`src/rtl/ccff_chain_loader.sv`:
```
// Loads a bitstream into a downstream ccff configuration chain, MSB of each word first.
// Optional feature: define CCFF_READBACK_EN to add a VERIFY pass that recirculates the chain
// once and compares the XOR parity of the bits read back against the bits shifted in.
module ccff_chain_loader #(
  parameter int unsigned CHAIN_LEN = 20,
  parameter int unsigned DATA_W    = 8
) (
  input  logic              prog_clk,
  input  logic              pReset,
  input  logic              cfg_start,
  input  logic [DATA_W-1:0] din,
  input  logic              din_valid,
  output logic              din_ready,
  output logic              ccff_head,
  output logic              ccff_shift_en,
  input  logic              ccff_tail,
  output logic              busy,
  output logic              done,
  output logic              cfg_err
);

  // Bit counter must hold CHAIN_LEN itself without wrapping.
  localparam int unsigned CntW  = $clog2(CHAIN_LEN + 1);
  localparam int unsigned WordW = $clog2(DATA_W + 1);
  localparam logic [CntW-1:0]  LastBit     = CntW'(CHAIN_LEN - 1);
  localparam logic [WordW-1:0] LastWordBit = WordW'(DATA_W - 1);

  typedef enum logic [2:0] {
    StIdle,
    StFetch,
    StShift,
`ifdef CCFF_READBACK_EN
    StVerify,
`endif
    StFinish
  } state_e;

  state_e            state_q, state_d;
  logic [DATA_W-1:0] sreg_q, sreg_d;
  logic [CntW-1:0]   cnt_q, cnt_d;
  logic [WordW-1:0]  wcnt_q, wcnt_d;

`ifdef CCFF_READBACK_EN
  logic par_shift_q, par_shift_d;
  logic par_tail_q, par_tail_d;
  logic err_q, err_d;

  assign cfg_err = err_q;
`else
  // Tail is only observed by the readback pass.
  logic unused_tail;
  assign unused_tail = ccff_tail;
  assign cfg_err     = 1'b0;
`endif

  // Next-state and output decode.
  always_comb begin
    state_d       = state_q;
    sreg_d        = sreg_q;
    cnt_d         = cnt_q;
    wcnt_d        = wcnt_q;
    din_ready     = 1'b0;
    ccff_shift_en = 1'b0;
    ccff_head     = 1'b0;
    busy          = (state_q != StIdle);
    done          = 1'b0;
`ifdef CCFF_READBACK_EN
    par_shift_d   = par_shift_q;
    par_tail_d    = par_tail_q;
    err_d         = err_q;
`endif
    unique case (state_q)
      StIdle: begin
        if (cfg_start) begin
          state_d = StFetch;
          cnt_d   = '0;
          wcnt_d  = '0;
          sreg_d  = '0;
`ifdef CCFF_READBACK_EN
          par_shift_d = 1'b0;
          par_tail_d  = 1'b0;
          err_d       = 1'b0;
`endif
        end
      end
      StFetch: begin
        din_ready = 1'b1;
        if (din_valid) begin
          sreg_d  = din;
          wcnt_d  = '0;
          state_d = StShift;
        end
      end
      StShift: begin
        ccff_shift_en = 1'b1;
        ccff_head     = sreg_q[DATA_W-1];
        sreg_d        = sreg_q << 1;
        cnt_d         = cnt_q + 1'b1;
        wcnt_d        = wcnt_q + 1'b1;
`ifdef CCFF_READBACK_EN
        par_shift_d   = par_shift_q ^ sreg_q[DATA_W-1];
`endif
        // Chain end wins over word end; leftover LSBs of the last word are dropped.
        if (cnt_q == LastBit) begin
`ifdef CCFF_READBACK_EN
          state_d = StVerify;
          cnt_d   = '0;
`else
          state_d = StFinish;
`endif
        end else if (wcnt_q == LastWordBit) begin
          state_d = StFetch;
        end
      end
`ifdef CCFF_READBACK_EN
      StVerify: begin
        // Recirculate tail into head so the loaded configuration survives the pass.
        ccff_shift_en = 1'b1;
        ccff_head     = ccff_tail;
        cnt_d         = cnt_q + 1'b1;
        par_tail_d    = par_tail_q ^ ccff_tail;
        if (cnt_q == LastBit) begin
          state_d = StFinish;
          if (par_shift_q != (par_tail_q ^ ccff_tail)) begin
            err_d = 1'b1;
          end
        end
      end
`endif
      StFinish: begin
        done    = 1'b1;
        state_d = StIdle;
      end
      default: state_d = StIdle;
    endcase
  end

  // State registers with asynchronous abort.
  always_ff @(posedge prog_clk or posedge pReset) begin
    if (pReset) begin
      state_q     <= StIdle;
      sreg_q      <= '0;
      cnt_q       <= '0;
      wcnt_q      <= '0;
`ifdef CCFF_READBACK_EN
      par_shift_q <= 1'b0;
      par_tail_q  <= 1'b0;
      err_q       <= 1'b0;
`endif
    end else begin
      state_q     <= state_d;
      sreg_q      <= sreg_d;
      cnt_q       <= cnt_d;
      wcnt_q      <= wcnt_d;
`ifdef CCFF_READBACK_EN
      par_shift_q <= par_shift_d;
      par_tail_q  <= par_tail_d;
      err_q       <= err_d;
`endif
    end
  end

endmodule

```
`config.mk`:
```
export PLATFORM = sky130hd
export DESIGN_NAME = ccff_chain_loader
export DESIGN_NICKNAME = d
export VERILOG_FILES = /design/src/rtl/ccff_chain_loader.sv
export SDC_FILE = /design/constraint.sdc
export NUM_CORES = 1
export LEC_CHECK = 0
export BUFFER_PORTS_ARGS = -buffer_cell sky130_fd_sc_hd__buf_2
export CAP_MARGIN = 20
export CORE_MARGIN = 1
export CORE_UTILIZATION = 55
export CTS_BUF_LIST = sky130_fd_sc_hd__clkbuf_4
export CTS_CLUSTER_SIZE = 8
export DETAILED_ROUTE_END_ITERATION = 10
export PLACE_DENSITY = 0.77
export REMOVE_ABC_BUFFERS = 1
export SYNTH_ARGS = -nofsm -noshare
export SYNTH_HDL_FRONTEND = slang
export SYNTH_SLANG_ARGS = --single-unit
```
`constraint.sdc`:
```
create_clock -name prog_clk -period 3.5 [get_ports prog_clk]
set_input_delay 0.7 -clock prog_clk [delete_from_list [all_inputs] [get_ports prog_clk]]
set_output_delay 0.7 -clock prog_clk [all_outputs]
set_load 0.1 [all_outputs]
```
# After elaboration in Yosys (flattened, before gate mapping)
# Index checks and enable logic that the tools add are counted.
[word_totals]
register_bits = 20
word_cells = 38
[op_classes]
n_eq_ne = 8
mux = 17
n_reduce_logical = 7
add_sub_neg = 2
[op_table]
columns = ["operator", "n"]
rows = [
  ["case mux 8 bit (3 select lines)", 1],
  ["2-to-1 mux 8 bit", 2],
  ["2-to-1 mux 3 bit", 4],
  ["case mux 4 bit (3 select lines)", 1],
  ["case mux 5 bit (2 select lines)", 1],
  ["case mux 3 bit (3 select lines)", 1],
  ["2-to-1 mux 4 bit", 2],
  ["equality test 3 x 2 -> 1 bit (second input constant)", 2],
  ["AND reduction 3 bit", 2],
  ["nonzero test 3 bit", 2],
  ["adder 5 x 1 -> 5 bit (second input constant)", 1],
  ["equality test 5 bit (second input constant)", 1],
  ["2-to-1 mux 5 bit", 1],
  ["adder 4 x 1 -> 4 bit (second input constant)", 1],
  ["equality test 4 x 3 -> 1 bit (second input constant)", 1],
  ["2-to-1 mux 1 bit", 4],
  ["!= test 2 bit (second input constant)", 2],
  ["equality test 3 x 1 -> 1 bit (second input constant)", 1],
  ["logical NOT 3 bit", 1],
  ["!= test 3 bit (second input constant)", 1],
  ["AND reduction 2 bit", 1],
  ["nonzero test 2 bit", 1],
]

# Longest topological paths before layout
# Gate-level depths: netlist of run 1.
[logic_depth]
word_depth = 4
depth_mapped = 7
depth_no_buf = 6

# Worst setup path after synthesis of run 1
# No wires, ideal clock.
[synth_path]
path_type = "reg-to-output"
startpoint = "register state_q[0]"
endpoint = "output ccff_head"
n_path_buf = 1
required_ns = 2.800
slack_ns = 0.313
arrival_ns = 2.487
path_stages_with_launch = 5
path_cell_list = "dfrtp_1 > inv_1 > ha_1 > buf_2 > and2_1"
[synth_between]
elab_chain_cells = 2
[synth_rtl]
columns = ["item", "line_no", "source"]
rows = [
  ["from (decl)", "38", "state_e state_q, state_d;"],
  ["from (signal assigned)", "141", "state_q <= StIdle;"],
  ["from (signal assigned)", "151", "state_q <= state_d;"],
  ["equality test 3 x 2 -> 1 bit", "72", "unique case (state_q)"],
  ["2-to-1 mux 1 bit", "72", ""],
  ["to (decl)", "14", "output logic ccff_head,"],
]
# No other way between the ends.

# Final worst setup path of run 1
# Ends and elaborated chain as after synthesis.

==> results.md, run 1 <==
* First-pass GRT wire length at 3.15 mm
* Fin Setup TNS at 0 ns
* HPWL Detailed at 1.44 mm
* Yosys top cell by area: dfrtp_1
* Startpoint Class: register
* DR top layer: met4
* Via count at 847
* Critical path class: reg -> out
* Max-cap violations at 0
* Post-DR vias/cell at 5.57
* # H-tree levels at 1
* Leak pwr at 0.543 nW
* Initial DRC count at 24
* Seq cells post-synth at 19
* CP required at 2.80 ns
* Register area at 475 sq um
* Nets at 147
* Pwr/cell area at 980 nW/um^2
* Seq/Total Area, Yosys at 44.8%
* Status: complete, no violations
* Drt pass-1 iters at 5
* CP Cell Sequence: inv_1, ha_1, and2_1, buf_2
* Clock slew at reported path FFs at 0.11 ns
* WP buf/inv at 2
* Crit. End Element: output port
* Metal3 WL at 92 um
* Clock buffer count from CTS at 3
* Placed Cells at 148
* Layout area overhead at 9.66%
* WL final at 1.99 mm
* Netlist Area Pre-Place at 1060 sq um
* Final setup vio count at 0
* Pins Over Slew Limit at 0
* # clock sinks at 19
* Largest net degree at the start of global routing at 24
* Reg2reg start: state_q[0]
* Crit path max-delay family: buffers and inverters
* CTS Root Cell: clkbuf_4
* RSZ-0062 raised after global routing: no
* # rows at 15
* EDFF count, synth at 0
* Drt wl/cell at 13.1 um
* Vias in the first global route at 760
* Die footprint at 2110 sq um
* Worst Reg-to-Reg Cells at 6
* Top post-synthesis cells by area: dfrtp_1, ha_1, a21oi_1
* Stages on the worst setup path at 4
* Initial Utilization at 60.2%
* Multi-input logic area at 517 sq um
* RR Endpoint: wcnt_q[2]
* GR Util All Layers at 20.8%
* Worst Tran Pin Value at 0.758 ns
* Hold buffer count at CTS at 0
* Skew-Pair Late Insertion Delay at 0.29 ns
* Cts repair resizes at 0
* Clock Path Buffers at 2
* Gr ovfl total at 0
* Arr. time, crit path at 2.01 ns
* Number of remaining DRC errors at 0
* Setup crit start: state_q[0]
* Clk_skew at 0.00120 ns
* Top_reg_cell synth: dfrtp_1
* Worst R2R Setup Slack at 1.12 ns
* Ys Warns at 0
* Synth cell types at 33
* Tcrit/Tclk final at 77.5%
* Buffers on Ports at 16
* Syn Inst Count at 113
* DIE HEIGHT at 45.9 um
* Fillers at 147
* Die X-Extent at 45.9 um
* Met1 wire length at 949 um
* Non-Filler Instances at 152
* Highest clock rate at 369 MHz
* CP max stage cell: ha_1
* Final min period at 2.71 ns
* Met2 WL at 941 um
* Worst min path class: in -> async
* Fraction of layout cells with a size suffix above 1 at 18.9%
* Core Area at 1760 sq um
* Max rail drop VDD at 0.625 mV
* Crit path max fanout at 16
* Num ports at 19
* Top-area cell type share of the netlist area at 44.8%
* N_diodes at 0
* Initial antenna violation count at 0
* DRT antenna net count at 0
* Largest stage delay, worst path at 0.52 ns
* Syn avg cell area at 9.40 sq um
* Relative slew slack at 49.3%
* CTS tree: yes
* Final GP Congestion at 0.821
* Share of synthesized flip-flops with an asynchronous set or reset at 100%
* Post-CTS Setup Bufs at 0
* Final hold vios at 0
[stage by stage]
| step | setup WS (ns) | cell area [sq um] | power (mW) | utilization, % | hold WS, ns |
|---|---|---|---|---|---|
| 5_1_grt | 0.651 | 1160 | 1.23 | 66.0 | 0.535 |
| 2_1_floorplan | 0.381 | 1030 | 0.912 | - | 0.477 |
| 3_5_place_dp | 1.15 | 1140 | 1.03 | 64.5 | 0.504 |
| 6_report | 0.787 | 1160 | 1.14 | 66.0 | 0.505 |
| 4_1_cts | 0.781 | 1160 | 1.15 | 66.0 | 0.522 |
| 3_3_place_gp | 1.18 | 1140 | 1.00 | 64.5 | 0.490 |
[cell usage after synthesis, types with 2 or more instances]
library cell  number
a22oi_1            7
and2_1             3
mux2i_1            2
nor3_1             3
nand3_1            5
o21ai_0            6
nor2_1            10
nand2_1            7
dfrtp_1           19
buf_2              2
ha_1               6
clkbuf_1           2
inv_1              9
a21oi_1           12
a32o_1             2
[kinds of logic after synthesis]
kind of cell / count (synthesis) / share of synthesized area [%]
adder cells (fa/ha/maj): 6 / 7.07
AO/OA/AOI/OAI: 33 / 19.9
buffers and inverters: 15 / 6.60
flip-flops: 19 / 44.8
other: 1 / 0.353
AND/OR/NAND/NOR: 37 / 19.4
multiplexers: 2 / 1.88
[per-layer routing]
layer | track usage, % | up-vias
met5 | 0 | -
met4 | 7.06 | 0
met3 | 2.38 | 2
met2 | 33.8 | 23
met1 | 28.7 | 396
li1 | - | 426
[flip-flops by register name (all words and copies together), names as in the netlist]
name / flops
state_q: 2
sreg_q: 8
cnt_q: 5
wcnt_q: 4
[placed cells by master (no fill, tap or decap), types with 2 or more instances in the layout]
cell and n:
inv_1 9, a21oi_1 12, nand3_1 5, and2_1 3, a22oi_1 7, nor3_1 3
a32o_1 2, nor2_1 10, mux2i_1 2, buf_2 16, dfrtp_1 19, clkbuf_4 3
ha_1 6, nand2_1 7, o21ai_0 6
[worst reg2reg max path: cells and delay by family (launching register included)]
family | cells | cell delay, ns
buffers and inverters | 1 | 0.13
AO/OA/AOI/OAI | 2 | 0.38
flip-flops | 1 | 0.45
AND/OR/NAND/NOR | 2 | 0.80
adder cells (fa/ha/maj) | 1 | 0.52
[worst max path at each step]
stage | endpoint | slack, ns
4_1_cts | ccff_head | 0.78
6_report | ccff_head | 0.79
5_1_grt | ccff_head | 0.65
3_5_place_dp | wcnt_q[2] | 1.15
2_1_floorplan | ccff_head | 0.38
3_3_place_gp | ccff_head | 1.18
[layout make-up]
class / count / area share, %
flip-flops and latches: 19 / 40.8
well taps: 25 / 2.69
clock buffers: 3 / 1.93
multi-input cells: 79 / 44.4
repair buffers: 16 / 6.87
clock inverters: 1 / 0.430
inverters: 9 / 2.90
[where the power goes]
group / switching [mW] / total (mW) / leakage (nW) / internal, mW
Sequential: 0.0610 / 0.362 / 0.246 / 0.301
Combinational: 0.480 / 0.669 / 0.279 / 0.189
Clock: 0.0684 / 0.111 / 0.0177 / 0.0425
Note: power is estimated with default switching activity, not from simulation.
==> run 2: changes to the inputs <==
--- a/config.mk
+++ b/config.mk
@@ -8,11 +8,11 @@
 export BUFFER_PORTS_ARGS = -buffer_cell sky130_fd_sc_hd__buf_2
 export CAP_MARGIN = 20
 export CORE_MARGIN = 1
-export CORE_UTILIZATION = 55
+export CORE_UTILIZATION = 51
 export CTS_BUF_LIST = sky130_fd_sc_hd__clkbuf_4
 export CTS_CLUSTER_SIZE = 8
 export DETAILED_ROUTE_END_ITERATION = 10
-export PLACE_DENSITY = 0.77
+export PLACE_DENSITY = 0.75
 export REMOVE_ABC_BUFFERS = 1
 export SYNTH_ARGS = -nofsm -noshare
 export SYNTH_HDL_FRONTEND = slang
==> constraint.sdc (replaced) <==
create_clock -name prog_clk -period 2.4 [get_ports prog_clk]
set_input_delay 0.48 -clock prog_clk [delete_from_list [all_inputs] [get_ports prog_clk]]
set_output_delay 0.48 -clock prog_clk [all_outputs]
set_load 0.1 [all_outputs]
==> run 2 against run 1 <==
Net effect:
- via count rose by 0.35%
- sequential share of layout area down 1.1 points
- final area rose by 2.8%
- critical path type unchanged
==> results.md, run 2 (synthesis gave the netlist of run 1 again) <==
* Number of remaining DRC errors at 0
* Layout area overhead at 12.7%
* Initial Utilization at 54.1%
* Multi-input logic area at 517 sq um
* Largest registers: sreg_q x8, cnt_q x5, wcnt_q x4
* Reg2reg start: state_q[0]
* Die X-Extent at 47.6 um
* CP required at 1.92 ns
* Initial DRC count at 11
* WL final at 1.99 mm
* Skew-Pair Late Insertion Delay at 0.30 ns
* Num ports at 19
* Die footprint at 2270 sq um
* CTS tree: yes
* Most common cell after layout, fill and taps aside: dfrtp_1
* Drt wl/cell at 12.8 um
* DIE HEIGHT at 47.6 um
* Cts repair resizes at 0
* Critical path class: reg -> out
* Gate power share at 58.9%
* Buffers on Ports at 16
* Top reg by flops: sreg_q
* Fraction of layout cells with a size suffix above 1 at 20.2%
* Core Area at 1960 sq um
* Clock buffer count from CTS at 3
* Worst hold slack at 0.272 ns
* RSZ-0062 raised after global routing: no
* Largest net degree at the start of global routing at 20
* Max-cap violations at 0
* Status: complete, no violations
* Most frequent cells in the layout: dfrtp_1, buf_2, a21oi_1
* Final min period at 2.27 ns
* # H-tree levels at 1
* Vias in the first global route at 797
* Hold buffer count at CTS at 0
* HPWL Detailed at 1.52 mm
* Pwr/cell area at 1420 nW/um^2
* Final GP Congestion at 0.705
* Crit. End Element: output port
* Power Total at 1.70 mW
* # clock sinks at 19
* First-pass GRT wire length at 3.26 mm
* Tcrit/Tclk final at 94.8%
* Switching Share at 52.4%
* N_diodes at 0
* Leak pwr at 0.556 nW
* GR Util All Layers at 20.8%
* Setup crit start: state_q[0]
* Relative slew slack at 52.1%
* Sequential share of power at 31.3%
* Clock slew at reported path FFs at 0.11 ns
* Crit path max fanout at 11
* Worst min path class: in -> async
* Via count at 850
* # rows at 16
* Max rail drop VDD at 1.16 mV
* Drt pass-1 iters at 4
* Nets at 149
* Clock power frac at 9.8%
* Switching power at 892 uW
* Initial antenna violation count at 0
* Fin Setup TNS at 0 ns
* Fillers at 211
* Register area at 475 sq um
* CTS Root Cell: clkbuf_4
* Cell internal pwr at 810 uW
* DRT antenna net count at 0
* Clk_skew at 0.00328 ns
* Clock Path Buffers at 2
* Final setup vio count at 0
* Gr ovfl total at 0
* Max reg flops at 8
* Arr. time, crit path at 1.79 ns
* Pins Over Slew Limit at 0
* Highest clock rate at 440 MHz
* Worst Tran Pin Value at 0.717 ns
* Post-CTS Setup Bufs at 0
* Startpoint Class: register
* Post-DR vias/cell at 5.45
* Final hold vios at 0
==> run 2: cell types whose count changed in the layout (fill, tap and decap cells not counted) <==
| cell | change |
|---|---|
| buf_4 | +2 |
| buf_12 | +1 |
| buf_2 | -1 |
==> run 2: area by class of cell <==
cell class                 instances  share of cell area [%]
tap                               27                    2.82
clock inverter                     1                   0.418
timing repair buffer              18                    9.20
clock buffer                       3                    1.88
inverter                           9                    2.82
sequential                        19                    39.7
multi-input combinational         79                    43.2
==> run 2: final timing paths <==
| check | end | slack, ns | cells after the start |
|---|---|---|---|
| worst max-delay path | ccff_shift_en | 0.13 | 3 |
| worst min-delay path | wcnt_q[3] | 0.27 | 2 |
| worst max register to register | wcnt_q[3] | 0.46 | 6 |
| worst min register to register | wcnt_q[0] | 0.52 | 1 |
| max in group asynchronous | cnt_q[0] | 1.68 | 2 |
| min in group prog_clk | sreg_q[0] | 0.41 | 3 |
==> run 2: metrics by stage <==
step / cell area (sq um) / std cells / utilization [%] / worst slack [ns]
2_1_floorplan: 1030 / 107 / - / -0.499
3_3_place_gp: 1170 / 152 / 59.6 / 0.510
3_5_place_dp: 1170 / 152 / 59.6 / 0.488
4_1_cts: 1200 / 156 / 61.0 / 0.129
5_1_grt: 1200 / 156 / 61.0 / 0.0515
6_report: 1200 / 156 / 61.0 / 0.126
==> run 2: power groups by stage <==
stage               Clock (mW)  Sequential [mW]  Combinational (mW)
CTS                      0.175            0.531                1.01
global placement             0            0.528               0.977
detailed placement           0            0.538                1.01
finish                   0.167            0.532                1.00
global route             0.187            0.551                1.11
floorplan                    0            0.512               0.818
==> run 2: layer usage <==
metal  global-route usage (%)  wire length [um]  up-vias
li1                         -                 -      425
met1                     24.0               863      410
met2                     37.3              1060       11
met3                     3.77                43        4
met4                     9.44                27        0
met5                        0                 0        -
==> run 2: critical path: stages, from the launching register on <==
cell and delay (ns):
dfrtp_1 0.47, inv_1 0.14, ha_1 0.38, buf_2 0.50
==> run 3: changes to the inputs <==
--- a/config.mk
+++ b/config.mk
@@ -14,6 +14,7 @@
 export DETAILED_ROUTE_END_ITERATION = 10
 export PLACE_DENSITY = 0.75
 export REMOVE_ABC_BUFFERS = 1
+export SETUP_SLACK_MARGIN = 0.3
 export SYNTH_ARGS = -nofsm -noshare
 export SYNTH_HDL_FRONTEND = slang
 export SYNTH_SLANG_ARGS = --single-unit
==> run 3 against run 2 <==
Net effect:
- setup slack better by 0.26 ns
- via count up 1.4%
- die area unchanged
- non-clock buffer count unchanged
- sequential share of layout area down 0.65 points
- critical path type unchanged
==> results.md, run 3 (synthesis gave the netlist of run 1 again) <==
* Post-DR vias/cell at 5.53
* Gr ovfl total at 0
* Fillers at 202
* Via count at 862
* Leak pwr at 0.556 nW
* Relative slew slack at 52.3%
* Nets at 149
* Critical Path End: ccff_head
* WL final at 2.04 mm
* Final GP Congestion at 0.705
* Arr. time, crit path at 1.53 ns
* Clock Path Buffers at 2
* Initial Utilization at 54.1%
* # rows at 16
* DIE HEIGHT at 47.6 um
* Final min period at 2.01 ns
* Worst Reg-to-Reg Cells at 6
* Crit path max fanout at 11
* Stages on the worst setup path at 4
* Crit path max-delay family: flip-flops
* Reg2reg start: state_q[0]
* CTS Root Cell: clkbuf_4
* Pins Over Slew Limit at 0
* Vias in the first global route at 792
* Die footprint at 2270 sq um
* Drt wl/cell at 13.1 um
* CP required at 1.92 ns
* Core Area at 1960 sq um
* WP buf/inv at 2
* Largest stage delay, worst path at 0.47 ns
* Worst Tran Pin Value at 0.715 ns
* Placed Cells at 152
* Most common cell after layout, fill and taps aside: dfrtp_1
* Skew-Pair Late Insertion Delay at 0.30 ns
* Drt pass-1 iters at 4
* Buffers on Ports at 16
* Tcrit/Tclk final at 83.9%
* Initial antenna violation count at 0
* Max-cap violations at 0
* CP Cell Sequence: inv_1, ha_4, and2_1, buf_12
* RSZ-0062 raised after global routing: no
* Crit. End Element: output port
* CTS tree: yes
* Most frequent cells in the layout: dfrtp_1, a21oi_1, buf_2
* GR Util All Layers at 21.0%
* Hold buffer count at CTS at 0
* Design area at 1220 sq um
* Die X-Extent at 47.6 um
* Number of remaining DRC errors at 0
* Critical path class: reg -> out
* Highest clock rate at 497 MHz
* Status: complete, no violations
* Non-Filler Instances at 156
* RR Endpoint: cnt_q[3]
* Core Util, Final at 62.4%
* CP max stage cell: dfrtp_2
* Clock buffer count from CTS at 3
* Worst R2R Setup Slack at 0.49 ns
* HPWL Detailed at 1.52 mm
* Largest net degree at the start of global routing at 20
* Clk_skew at 0.00392 ns
* Initial DRC count at 16
* # H-tree levels at 1
* Post-CTS Setup Bufs at 0
* Clock slew at reported path FFs at 0.11 ns
* Num ports at 19
* First-pass GRT wire length at 3.28 mm
* Max rail drop VDD at 1.19 mV
* Placed Area at 1170 sq um
* Largest registers: sreg_q x8, cnt_q x5, wcnt_q x4
* Final setup vio count at 0
* Layout area overhead at 15.2%
* Startpoint Class: register
* Final hold vios at 0
* Fraction of layout cells with a size suffix above 1 at 22.5%
* Worst min path class: in -> async
* Max reg flops at 8
* Setup crit start: state_q[0]
* Pwr/cell area at 1430 nW/um^2
* N_diodes at 0
* # clock sinks at 19
* Top reg by flops: sreg_q
* DRT antenna net count at 0
[run 3: how the worst min path moves through the flow]
stage / start / to / slack (ns) / cells past startpoint
after global placement: wcnt_q[0] / wcnt_q[0] / 0.49 / 1
after detailed placement: wcnt_q[0] / wcnt_q[0] / 0.50 / 1
after global routing: pReset / sreg_q[1] / 0.33 / 2
final: pReset / sreg_q[1] / 0.27 / 2
after floorplan: pReset / cnt_q[0] / 0.43 / 1
after CTS: pReset / sreg_q[0] / 0.29 / 2
[run 3: what timing repair did]
item / 4_1_cts / 5_1_grt
gates resized for setup: 3 / 5
cloned: 0 / 0
setup endpoints to repair: 3 / 4
[run 3: metal layers]
metal  track usage [%]  wire length, um  up-vias  share of wire (%)
li1                  -                -      429                  -
met4              8.33               27        0                1.3
met5                 0                0        -                  0
met2              38.6             1100       11                 54
met3              3.40               42        4                2.1
met1              24.2              872      418                 43
[run 3: per-stage QoR]
stage / TNS, ns / worst slack, ns / hold slack [ns] / power (mW)
after floorplan: -2.72 / -0.499 / 0.431 / 1.33
after global placement: 0 / 0.510 / 0.490 / 1.50
after detailed placement: 0 / 0.488 / 0.495 / 1.54
after CTS: 0 / 0.309 / 0.293 / 1.73
after global routing: 0 / 0.316 / 0.328 / 1.90
final: 0 / 0.387 / 0.271 / 1.75
[run 3: cell type report]
class                           instances  area [sq um]  area share (%)
Sequential cell                        19           478            39.1
Timing Repair Buffer                   18           121            9.92
Multi-Input combinational cell         79           529            43.3
Clock buffer                            3          22.5            1.84
Tap cell                               27          33.8            2.76
Inverter                                9          33.8            2.76
Clock inverter                          1          5.00           0.409
[run 3: power by group]
| part | switching [mW] | internal [mW] |
|---|---|---|
| combinational | 0.706 | 0.339 |
| sequential | 0.0961 | 0.443 |
| clock | 0.104 | 0.0622 |
| total | 0.905 | 0.844 |
